==> src/rtl/collision_scan_ctrl_pkg.sv <==
// Shared definitions for the frog-vs-obstacle collision scan: state encoding,
// row width and scan-select width.
package collision_scan_ctrl_pkg;

  typedef enum logic [2:0] {
    IDLE  = 3'd0,
    FETCH = 3'd1,
    LATCH = 3'd2,
    SCAN  = 3'd3,
    DONE  = 3'd4
  } scan_state_t;

  localparam int COLS      = 8;
  localparam int SEL_WIDTH = 3;

  localparam logic [SEL_WIDTH-1:0] LAST_SEL = SEL_WIDTH'(COLS - 1);

endpackage

==> src/rtl/collision_scan_ctrl_mux.sv <==
// 8:1 bit mux over an obstacle row word; select 0 is the leftmost column
// (bit 7), select 7 the rightmost (bit 0).
module Muxx81X (
  input  logic [7:0] data_in,
  input  logic [2:0] sel,
  output logic       bit_out
);

  assign bit_out = data_in[3'd7 - sel];

endmodule

==> src/rtl/collision_scan_ctrl.sv <==
// Collision scan sequencer: fetches the frog's lane row, walks its eight
// columns through the bit mux and accumulates overlap with the frog footprint.
module collision_scan_ctrl
  import collision_scan_ctrl_pkg::*;
#(
  parameter int FROG_WIDTH     = 2,
  parameter int ROW_ADDR_WIDTH = 3
) (
  input  logic                      CollisionScan_CLOCK_50,
  input  logic                      CollisionScan_RESET_InHigh,
  input  logic                      CollisionScan_Start_In,
  input  logic [ROW_ADDR_WIDTH-1:0] CollisionScan_FrogRow_In,
  input  logic [2:0]                CollisionScan_FrogCol_In,
  output logic [ROW_ADDR_WIDTH-1:0] CollisionScan_RowAddr_Out,
  input  logic [7:0]                CollisionScan_RowData_In,
  output logic                      CollisionScan_Busy_Out,
  output logic                      CollisionScan_Done_Out,
  output logic                      CollisionScan_Collision_Out,
  output logic [2:0]                CollisionScan_HitCol_Out,
  output logic [1:0]                CollisionScan_HitCount_Out
);

  scan_state_t               state_q, state_d;
  logic [ROW_ADDR_WIDTH-1:0] row_addr;
  logic [2:0]                frog_col;
  logic [COLS-1:0]           row_reg;
  logic [SEL_WIDTH-1:0]      sel;
  logic                      collision;
  logic [2:0]                hit_col;
  logic [1:0]                hit_count;
  logic                      scan_bit;
  logic                      in_footprint;
  logic [3:0]                fp_lo, fp_hi, sel_ext;

  Muxx81X u_mux (
    .data_in (row_reg),
    .sel     (sel),
    .bit_out (scan_bit)
  );

  // Footprint bounds are widened to 4 bits so a footprint running past
  // column 7 simply stops there instead of wrapping back to column 0.
  assign sel_ext      = {1'b0, sel};
  assign fp_lo        = {1'b0, frog_col};
  assign fp_hi        = fp_lo + 4'(FROG_WIDTH - 1);
  assign in_footprint = (sel_ext >= fp_lo) && (sel_ext <= fp_hi);

  always_ff @(posedge CollisionScan_CLOCK_50 or posedge CollisionScan_RESET_InHigh) begin
    if (CollisionScan_RESET_InHigh) state_q <= IDLE;
    else                            state_q <= state_d;
  end

  always_comb begin
    state_d = state_q;
    case (state_q)
      IDLE:    if (CollisionScan_Start_In) state_d = FETCH;
      FETCH:   state_d = LATCH;
      LATCH:   state_d = SCAN;
      SCAN:    if (sel == LAST_SEL) state_d = DONE;
      DONE:    state_d = IDLE;
      default: state_d = IDLE;
    endcase
  end

  // Only the first overlapping column is recorded; later hits just count.
  always_ff @(posedge CollisionScan_CLOCK_50 or posedge CollisionScan_RESET_InHigh) begin
    if (CollisionScan_RESET_InHigh) begin
      row_addr  <= '0;
      frog_col  <= '0;
      row_reg   <= '0;
      sel       <= '0;
      collision <= 1'b0;
      hit_col   <= '0;
      hit_count <= '0;
    end else begin
      case (state_q)
        IDLE: begin
          if (CollisionScan_Start_In) begin
            row_addr  <= CollisionScan_FrogRow_In;
            frog_col  <= CollisionScan_FrogCol_In;
            collision <= 1'b0;
            hit_col   <= '0;
            hit_count <= '0;
          end
        end
        LATCH: begin
          row_reg <= CollisionScan_RowData_In;
          sel     <= '0;
        end
        SCAN: begin
          if (in_footprint && scan_bit) begin
            hit_count <= hit_count + 2'd1;
            if (!collision) begin
              collision <= 1'b1;
              hit_col   <= sel;
            end
          end
          if (sel != LAST_SEL) sel <= sel + 1'b1;
        end
        default: ;
      endcase
    end
  end

  assign CollisionScan_RowAddr_Out   = row_addr;
  assign CollisionScan_Busy_Out      = (state_q != IDLE);
  assign CollisionScan_Done_Out      = (state_q == DONE);
  assign CollisionScan_Collision_Out = collision;
  assign CollisionScan_HitCol_Out    = hit_col;
  assign CollisionScan_HitCount_Out  = hit_count;

endmodule

==> config.mk <==
export PLATFORM = sky130hd
export DESIGN_NAME = collision_scan_ctrl
export DESIGN_NICKNAME = d
export VERILOG_FILES = /design/src/rtl/collision_scan_ctrl_pkg.sv /design/src/rtl/collision_scan_ctrl_mux.sv /design/src/rtl/collision_scan_ctrl.sv
export SDC_FILE = /design/constraint.sdc
export NUM_CORES = 1
export LEC_CHECK = 0
export BUFFER_PORTS_ARGS = -buffer_cell sky130_fd_sc_hd__buf_4
export CAP_MARGIN = 10
export CELL_PAD_IN_SITES_DETAIL_PLACEMENT = 1
export CELL_PAD_IN_SITES_GLOBAL_PLACEMENT = 1
export CORE_MARGIN = 5
export CORE_UTILIZATION = 45
export DETAILED_ROUTE_END_ITERATION = 7
export PLACE_DENSITY_LB_ADDON = 0.1
export SETUP_SLACK_MARGIN = 0.2
export SLEW_MARGIN = 20
export SYNTH_ARGS = -nofsm -noshare
export SYNTH_HDL_FRONTEND = slang
export SYNTH_HIERARCHICAL = 1
export SYNTH_SLANG_ARGS = --single-unit
export TNS_END_PERCENT = 30
==> constraint.sdc <==
create_clock -name CollisionScan_CLOCK_50 -period 5.45 [get_ports CollisionScan_CLOCK_50]
set_input_delay 0.2725 -clock CollisionScan_CLOCK_50 [delete_from_list [all_inputs] [get_ports CollisionScan_CLOCK_50]]
set_output_delay 0.2725 -clock CollisionScan_CLOCK_50 [all_outputs]
set_load 0.02 [all_outputs]
==> run_results.csv, run 1 <==
group,metric,value,unit
synth,synth_top_family_by_area,"multiplexers",
place,place_inst,175,
critical_path,crit_slowest_cell,"or4b_1",
finish,fillCellCount,341,
critical_path,cp_cell_sequence,"ha_1, xnor2_1, ha_1, a21oi_1, o21a_1, o21bai_2, or4b_1, nand3_1",
critical_path,arrival,2.40,ns
sta,period_needed,2.156,ns
outcome,status,"finished, final reports clean",
sta,hold_violations,0,
sta,fmax,463.7,MHz
critical_path,endpoint_kind,"flop",
finish,fin_area,0.001633,mm^2
clock_network,ctsLongestPathBuffers,2,
finish,diodes,0,
finish,final_cells,178,
critical_path,required,5.69,ns
routing,drc,0,
clock_network,cts_tree,"done",
synth,ys_seq_area_share,47.27,%
synth,synth_cell_types,33,
floorplanning,die_x,65.31,um
synth,synth_area,0.001376,mm^2
synth,synth_warnings,6,
finish,largest_reg_flops,8,
pwr,totalPowerFinal,992.9,uW
clock_network,post_cts_resized,0,
synth,syn_inst,117,
flow_run,max_cap_violations,0,
synth,syn_nets,143,
synth,synth_compound_area_share,9.273,%
critical_path,r2r.worst_path.cells,8,
floorplanning,die-area,0.004265,mm^2
finish,ff_latch_area,650.6,um^2
clock_network,clk_pin_slew_worst_paths,0.13,ns
routing,ant_nets,0,
synth,ys_ff_latch,26,
floorplanning,io_pins,28,
clock_network,cts_buffers,3,
synth,synth_xor_xnor_area_share,0.6364,%
critical_path,max_stage_delay,0.48,ns
finish,fin_nets,173,
sta,worst_slack,3.294,ns
place,place_area,0.001610,mm^2
finish,multi_input_area,685.7,um^2
grt,grt-ovfl-total,0,
synth,synth.avg_cell_area,11.76,um^2
synth,synthSimpleGateAreaFrac,14.18,%
clock_network,cts-root-buf,"clkbuf_4",
sta,fin_skew,0.009089,ns
critical_path,crit_family,"simple AND/OR/NAND/NOR gates",
pwr,peakVddDrop,0.0002570,V
sta,rsz0062_at_grt,"false",
critical_path,cp.buffers_inverters,0,
grt,grt_pass1_vias,1056,
floorplanning,fp-row-count,20,
grt,grtUsageTotal,14.02,%
sta,slew_violations,0,
floorplanning,die_h,65.31,um
critical_path,crit_path_start_kind,"flop",
synth,synth_mux_area_share,17.55,%
synth,synth-adder-area-share,8.182,%
critical_path,critPathMostFrequentCell,"ha_1",
routing,drt-total-wl,2.659,mm
grt,grt_max_degree,27,
place,place_congestion,0.8291,
floorplanning,core,0.003003,mm^2
finish,drive_above_1_share,36.55,%
critical_path,rrSetupSlack,3.29,ns
sta,worst_slew_pin_slew,0.9177,ns
grt,grt_pass1_wl,4.650,mm
routing,drt_iter0_markers,15,
grt,antenna_found_initial,0,
min_path,hold_path_class,"in2async",
routing,vias,962,
clock_network,clock-sinks,26,
clock_network,htree_levels,1,
place,dp_hpwl,2.128,mm
sta,final.setup.tns,0,ns
sta,setup_viol,0,
finish,areaGrowthSynthToFinish,18.64,%
critical_path,path_max_fanout,7,
place,dp_slack,3.326,ns
pwr,powerDensity,608.1,mW/mm^2
clock_network,cts_hold_buffers,0,
routing,dr.pass1.iters,4,
floorplanning,start_util,45.83,%
clock_network,clkLatencyLatePin,0.31,ns
routing,wl_per_cell,14.94,um
sta,min_period_over_period,39.57,%
routing,avgViaCountPerCell,5.404,
clock_network,post-cts-setup-buffers,0,
critical_path,crit_type,"reg2reg",
critical_path,worstSetupPathDepth,8,
sta,relSlewSlack,38.44,%
place,port_buffers,27,
pwr,power_leakage,0.7735,nW
[cells in the mapped netlist]
cell type   n  area [um^2]
a21o_1      1        7.510
a21oi_1     2        10.01
a31oi_1     2        12.51
and2b_1     1        7.510
buf_2       2        10.01
dfrtp_1    26        650.6
ha_1        9        112.6
inv_1       7        26.28
inv_2       1        3.750
mux2_2     15        168.9
mux2i_1     2        20.02
mux4_1      2        52.55
nand2_1    12        45.04
nand2_2     1        6.260
nand2b_1    1        6.260
nand2b_2    1        8.760
nand3_1     8        40.04
nor2_1      3        11.26
nor2_4      1        11.26
nor2b_1     1        6.260
nor3_1      1        5.000
nor3b_1     1        7.510
o211ai_1    3        22.52
o21a_1      1        7.510
o21ai_0     2        10.01
o21bai_1    2        15.01
o21bai_2    1        11.26
o311a_1     1        10.01
o31ai_4     1        21.27
or2_2       2        12.51
or4_1       1        7.510
or4b_1      2        20.02
xnor2_1     1        8.760
[per-stage QoR]
| stage | hold slack [ns] | util [%] |
|---|---|---|
| 2_1_floorplan | 0.3125 | - |
| 3_3_place_gp | 0.4816 | 53.63 |
| 3_5_place_dp | 0.4830 | 53.63 |
| 4_1_cts | 0.1658 | 54.37 |
| 5_1_grt | 0.09110 | 54.37 |
| 6_report | 0.04065 | 54.37 |
[path summary, 6_finish.rpt]
path                                                  startpoint                                 endpoint
worst min register to register            state_q[2]$_DFFE_PP0P_                   state_q[0]$_DFFE_PP0P_
worst max-delay path                     frog_col[0]$_DFFE_PP0P_  CollisionScan_HitCol_Out[1]$_DFFE_PP0P_
min in group CollisionScan_CLOCK_50  CollisionScan_FrogCol_In[2]                  frog_col[2]$_DFFE_PP0P_
worst min-delay path                  CollisionScan_RESET_InHigh                   state_q[1]$_DFFE_PP0P_
max in group asynchronous             CollisionScan_RESET_InHigh                   row_reg[6]$_DFFE_PP0P_
worst max register to register           frog_col[0]$_DFFE_PP0P_  CollisionScan_HitCol_Out[1]$_DFFE_PP0P_
[report_power, final]
group / internal, mW / total, mW / switching [mW]
Clock: 0.0258 / 0.0768 / 0.0510
Combinational: 0.277 / 0.562 / 0.284
Sequential: 0.278 / 0.354 / 0.0765
Total: 0.581 / 0.993 / 0.412
[layout by cell type (no fill, tap or decap), types with 2 or more instances in the layout]
cell type   n
dfrtp_1    26
mux2i_1     2
or4b_1      2
nand3_1     8
buf_4      27
nor2_1      3
clkbuf_4    3
o21bai_1    2
nand2_1    12
a21oi_1     2
mux2_2     15
inv_1       6
or2_2       2
a31oi_1     2
o211ai_1    3
mux4_1      2
o21ai_0     2
ha_1        9
[kinds of logic (layout without fill, tap and decap cells)]
kind of cell,after synthesis,after routing
and+or+nand+nor,36,36
adders and majority gates,9,9
xor gates and xnor gates,1,1
DFF,26,26
muxes,19,19
buffers and inverters,10,38
AOI/OAI and AO/OA,16,16
[worst register-to-register path: cells and delay by family, from the launching register on]
kind | cells | cell delay (ns)
AND/OR/NAND/NOR | 2 | 0.58
adder cells (fa/ha/maj) | 2 | 0.53
flip-flops | 1 | 0.43
AO/OA/AOI/OAI | 3 | 0.42
XOR/XNOR | 1 | 0.13
[layout make-up]
| class | count | area share, % |
|---|---|---|
| multi-input combinational | 81 | 41.99 |
| inverter | 8 | 1.839 |
| timing repair buffer | 27 | 12.41 |
| clock buffer | 3 | 1.379 |
| sequential | 26 | 39.85 |
| tap | 33 | 2.529 |
[metal layers]
metal / GRT usage [%] / up-vias / part of all wire [%]
li1: - / 476 / -
met1: 16.10 / 472 / 43
met2: 26.04 / 12 / 53
met3: 2.906 / 2 / 2.9
met4: 3.886 / 0 / 0.60
met5: 0 / - / 0
No activity file was read; power rests on OpenSTA's default activity.
==> run 2, diff against run 1 <==
Settings changed: CORE_UTILIZATION 45 to 42.
Clock period 5.45 ns to 2.05 ns, I/O delays scaled along.
==> run_results.csv, run 2 (same netlist as run 1, synthesis figures left out) <==
group,metric,value,unit
outcome,status,"complete, but fails checks",
outcome,violations,"setup timing",
finish,drive_above_1_share,36.88,%
critical_path,arrival,2.38,ns
routing,ant_nets,0,
finish,final_cell_mix,"buf_4, dfrtp_1, mux2_2",
sta,worst_slew_pin_slew,0.4860,ns
routing,avgViaCountPerCell,5.142,
place,dp_hpwl,2.418,mm
min_path,worstHoldPathCells,2,
floorplanning,io_pins,28,
clock_network,cts-root-buf,"clkbuf_4",
finish,final_common_cell,"buf_4",
sta,worst_slack,-0.06115,ns
finish,largest_reg_flops,8,
grt,grt-ovfl-total,0,
floorplanning,die-area,0.004522,mm^2
finish,areaGrowthSynthToFinish,30.82,%
pwr,totalPowerFinal,2.853,mW
finish,diodes,0,
flow_run,max_cap_violations,0,
clock_network,clkLatencyLatePin,0.32,ns
routing,drt_iter0_markers,23,
grt,grt_max_degree,27,
sta,min_period_over_period,103.0,%
sta,slew_violations,0,
floorplanning,fp-row-count,20,
routing,wl_per_cell,15.70,um
critical_path,required,2.32,ns
grt,use_met1,19.12,%
min_path,hold_path_class,"in2reg",
finish,fin_area,0.001800,mm^2
clock_network,cts_tree,"done",
critical_path,crit_path_start_kind,"flop",
grt,use_met2,29.45,%
finish,fin_nets,188,
clock_network,clk_pin_slew_worst_paths,0.14,ns
routing,drc,0,
critical_path,endpoint_kind,"flop",
sta,setup_viol,3,
grt,grtUsageTotal,16.15,%
critical_path,r2r.worst_path.cells,8,
floorplanning,die_x,67.25,um
grt,grt_use_met3,2.662,%
grt,antenna_found_initial,0,
clock_network,cts_buffers,3,
finish,fin_util,58.02,%
grt,busiest_layer,"met2",
sta,hold_violations,0,
critical_path,path_max_fanout,7,
routing,drt-total-wl,3.203,mm
pwr,peakVddDrop,0.0006335,V
floorplanning,core,0.003103,mm^2
routing,vias,1049,
sta,period_needed,2.111,ns
sta,relSlewSlack,67.52,%
clock_network,ctsLongestPathBuffers,2,
critical_path,crit_type,"reg2reg",
pwr,powerDensity,1585,mW/mm^2
grt,grt_pass1_vias,1148,
clock_network,htree_levels,1,
routing,dr.pass1.iters,3,
floorplanning,start_util,44.35,%
sta,fmax,473.7,MHz
sta,rsz0062_at_grt,"true",
place,place_area,0.001649,mm^2
place,port_buffers,27,
grt,grt_pass1_wl,5.451,mm
place,place_congestion,0.7464,
clock_network,clock-sinks,26,
pwr,power_leakage,0.8421,nW
sta,fin_skew,0.008357,ns
finish,fillCellCount,351,
floorplanning,die_h,67.25,um
## run 2: changes by cell type in the layout (fill, tap and decap cells not counted), sizes merged
| cell | delta |
|---|---|
| clkinv | -1 |
| dlygate4sd3 | +11 |
| inv | +1 |
| buf | +4 |
## run 2: final timing paths
path | from | end | slack [ns]
max in group asynchronous | CollisionScan_RESET_InHigh | CollisionScan_RowAddr_Out[2]$_DFFE_PP0P_ | 1.40
max | frog_col[0]$_DFFE_PP0P_ | CollisionScan_HitCol_Out[1]$_DFFE_PP0P_ | -0.06
min reg2reg | state_q[2]$_DFFE_PP0P_ | state_q[0]$_DFFE_PP0P_ | 0.51
min in group asynchronous | CollisionScan_RESET_InHigh | row_reg[0]$_DFFE_PP0P_ | 0.38
min | CollisionScan_FrogRow_In[0] | CollisionScan_RowAddr_Out[0]$_DFFE_PP0P_ | 0.008
max reg2reg | frog_col[0]$_DFFE_PP0P_ | CollisionScan_HitCol_Out[1]$_DFFE_PP0P_ | -0.06
## run 2: layout make-up
| class | instances | area [um^2] | area share [%] |
|---|---|---|---|
| repair buffers | 42 | 342.8 | 19.04 |
| flip-flops and latches | 26 | 650.6 | 36.14 |
| multi-input cells | 81 | 699.4 | 38.85 |
| inverters | 8 | 30.03 | 1.668 |
| well taps | 44 | 55.05 | 3.058 |
| clock buffers | 3 | 22.52 | 1.251 |
## run 2: per-stage QoR
step	hold slack [ns]	worst slack (ns)	TNS [ns]	cells
after floorplan	0.1425	0.07486	0	117
after global placement	0.1827	0.04449	0	189
after detailed placement	0.1967	-0.05319	-0.1053	189
after CTS	0.0009345	-0.04791	-0.09462	203
after global routing	0.001334	-0.1250	-0.4553	204
final	0.008059	-0.06115	-0.1253	204
## run 2: routing by layer
metal	routed length, um	share of wire [%]
met4	55	1.7
met3	100	3.1
met5	0	0
met2	1758	55
met1	1289	40
## run 2: critical path, stage by stage, from the launching register on
cell      delay, ns
dfrtp_1        0.41
ha_2           0.19
xnor2_1        0.12
ha_1           0.32
a21oi_2        0.14
o21a_1         0.22
o21bai_4       0.10
or4b_1         0.47
nand3_1        0.10
## run 2: repair_timing
item                                    in CTS  in global routing
hold buffers                                10                  1
resized for setup                            1                  1
pin swaps                                    1                  3
buffers inserted                             1                  0
endpoints found under the setup margin       6                  6
endpoints found under the hold margin       35                  1
## run 2: report_power, final
part / total, mW / switching [mW] / internal [mW] / leakage, nW
registers: 0.933 / 0.194 / 0.739 / 0.299
logic: 1.70 / 0.872 / 0.829 / 0.529
clock network: 0.219 / 0.150 / 0.0690 / 0.0138
total: 2.85 / 1.22 / 1.64 / 0.842
==> run 3, diff against run 2 <==
Settings changed: CORE_UTILIZATION 42 to 38.
Clock period 2.05 ns to 1.7 ns, I/O delays scaled along.
==> run_results.csv, run 3 (same netlist as run 1, synthesis figures left out) <==
group,metric,value,unit
finish,drive_above_1_share,40.70,%
clock_network,ctsLongestPathBuffers,2,
place,place_congestion,0.8634,
grt,grt-ovfl-total,0,
critical_path,required,1.96,ns
sta,relSlewSlack,78.02,%
routing,top_layer,"met4",
finish,final_common_cell,"buf_4",
finish,ff_latch_area,650.6,um^2
routing,avgViaCountPerCell,4.963,
grt,grtUsageTotal,13.56,%
clock_network,htree_levels,1,
critical_path,rrSetupSlack,-0.43,ns
critical_path,crit_path_start_kind,"flop",
critical_path,r2r.worst_path.cells,8,
sta,setup_viol,6,
routing,wl_met3,98,um
finish,final_cell_mix,"buf_4, dfrtp_1, mux2_2, dlygate4sd3_1, nand2_1",
place,port_buffers,27,
sta,worst_slack,-0.4276,ns
sta,worst_slew_pin_slew,0.3296,ns
floorplanning,io_pins,28,
outcome,status,"complete, but fails checks",
floorplanning,start_util,40.29,%
sta,slew_violations,0,
critical_path,reg2reg_from,"frog_col[0]$_DFFE_PP0P_",
routing,dr.pass1.iters,3,
finish,largest_reg_flops,8,
flow_run,max_cap_violations,0,
pwr,power_leakage,0.9022,nW
sta,hold_violations,0,
clock_network,cts_buffers,3,
finish,final_cells,218,
clock_network,clk_pin_slew_worst_paths,0.13,ns
routing,ant_nets,0,
min_path,holdPathEnd,"state_q[0]$_DFFE_PP0P_",
sta,period_needed,2.128,ns
critical_path,crit_slowest_cell,"or4b_1",
routing,drc,0,
sta,hold_slack,0.1259,ns
critical_path,arrival,2.39,ns
floorplanning,die_h,70.18,um
min_path,worstHoldPathCells,4,
place,dp_hpwl,2.326,mm
floorplanning,core,0.003416,mm^2
clock_network,cts-root-buf,"clkbuf_4",
clock_network,clkLatencyLatePin,0.31,ns
outcome,violations,"setup timing",
floorplanning,die_x,70.18,um
clock_network,clock-sinks,26,
finish,diodes,0,
routing,wl_per_cell,14.23,um
critical_path,cp_cell_sequence,"ha_2, xnor2_1, ha_1, a21oi_2, o21a_1, o21bai_2, or4b_1, nand3_1",
sta,min_period_over_period,125.2,%
finish,fillCellCount,376,
clock_network,cts_tree,"done",
critical_path,max_stage_delay,0.48,ns
grt,grt_pass1_wl,5.375,mm
grt,grt_max_degree,27,
grt,antenna_found_initial,0,
pwr,powerDensity,1926,mW/mm^2
min_path,hold_path_class,"in2reg",
routing,wl_met1,1.216,mm
sta,fmax,470.0,MHz
critical_path,r2r_end,"CollisionScan_HitCol_Out[1]$_DFFE_PP0P_",
grt,grt_pass1_vias,1202,
finish,areaGrowthSynthToFinish,39.09,%
min_path,min_from,"CollisionScan_Start_In",
routing,drt_iter0_markers,14,
routing,vias,1082,
floorplanning,fp-row-count,21,
place,dp_slack,-0.3955,ns
floorplanning,die-area,0.004925,mm^2
critical_path,path_max_fanout,5,
place,place_inst,198,
routing,routed-wl-met2,1.735,mm
finish,fin_nets,199,
critical_path,endpoint_kind,"flop",
critical_path,crit_type,"reg2reg",
finish,multi_input_area,704.4,um^2
routing,drt-total-wl,3.102,mm
sta,fin_skew,0.003569,ns
pwr,peakVddDrop,0.0006826,V
sta,rsz0062_at_grt,"true",
-- run 3: worst max path at each step --
stage / from / endpoint / slack, ns / depth (start not counted)
after floorplan: frog_col[0]$_DFFE_PP0P_ / CollisionScan_HitCol_Out[1]$_DFFE_PP0P_ / -0.28 / 8
after global placement: frog_col[1]$_DFFE_PP0P_ / CollisionScan_HitCol_Out[2]$_DFFE_PP0P_ / -0.30 / 8
after detailed placement: frog_col[0]$_DFFE_PP0P_ / CollisionScan_HitCol_Out[1]$_DFFE_PP0P_ / -0.40 / 8
after CTS: frog_col[0]$_DFFE_PP0P_ / CollisionScan_HitCol_Out[0]$_DFFE_PP0P_ / -0.39 / 8
after global routing: frog_col[0]$_DFFE_PP0P_ / CollisionScan_HitCol_Out[1]$_DFFE_PP0P_ / -0.53 / 8
final: frog_col[0]$_DFFE_PP0P_ / CollisionScan_HitCol_Out[1]$_DFFE_PP0P_ / -0.43 / 8
-- run 3: cell type report --
cell class	count	share of cell area [%]
repair buffers	53	22.75
well taps	46	3.007
flip-flops and latches	26	33.99
multi-input cells	81	36.80
inverters	8	1.569
clock buffers	4	1.895
-- run 3: what timing repair did --
item | in CTS | in global routing
setup endpoints to repair | 15 | 24
endpoints found under the hold margin | 40 | 0
setup buffers | 0 | 1
hold buffers | 15 | 0
pin swaps | 5 | 4
gates resized for setup | 2 | 3
-- run 3: per-layer routing --
metal | vias up | GRT usage [%]
li1 | 531 | -
met1 | 525 | 14.62
met5 | - | 0
met4 | 0 | 6.170
met3 | 6 | 2.439
met2 | 20 | 25.39
-- run 3: worst max-delay path: cells and delay by family, from the launching register on --
family | cells | cell delay, ns
adders and majority gates | 2 | 0.54
AOI/OAI and AO/OA | 3 | 0.42
and+or+nand+nor | 2 | 0.57
xor gates and xnor gates | 1 | 0.12
DFF | 1 | 0.42
-- run 3: report_power, final --
| group | internal [mW] | switching (mW) |
|---|---|---|
| clock | 0.131 | 0.174 |
| combinational | 1.18 | 1.07 |
| sequential | 0.895 | 0.237 |
-- run 3: metrics by stage --
| step | utilization (%) | total power [mW] | instance area, um^2 | setup TNS [ns] |
|---|---|---|---|---|
| floorplan | - | 2.500 | 1379 | -1.284 |
| global placement | 49.89 | 3.160 | 1704 | -1.483 |
| detailed placement | 49.89 | 3.297 | 1704 | -1.991 |
| CTS | 55.49 | 3.651 | 1896 | -1.994 |
| global route | 56.04 | 4.024 | 1914 | -2.734 |
| finish | 56.04 | 3.687 | 1914 | -2.191 |
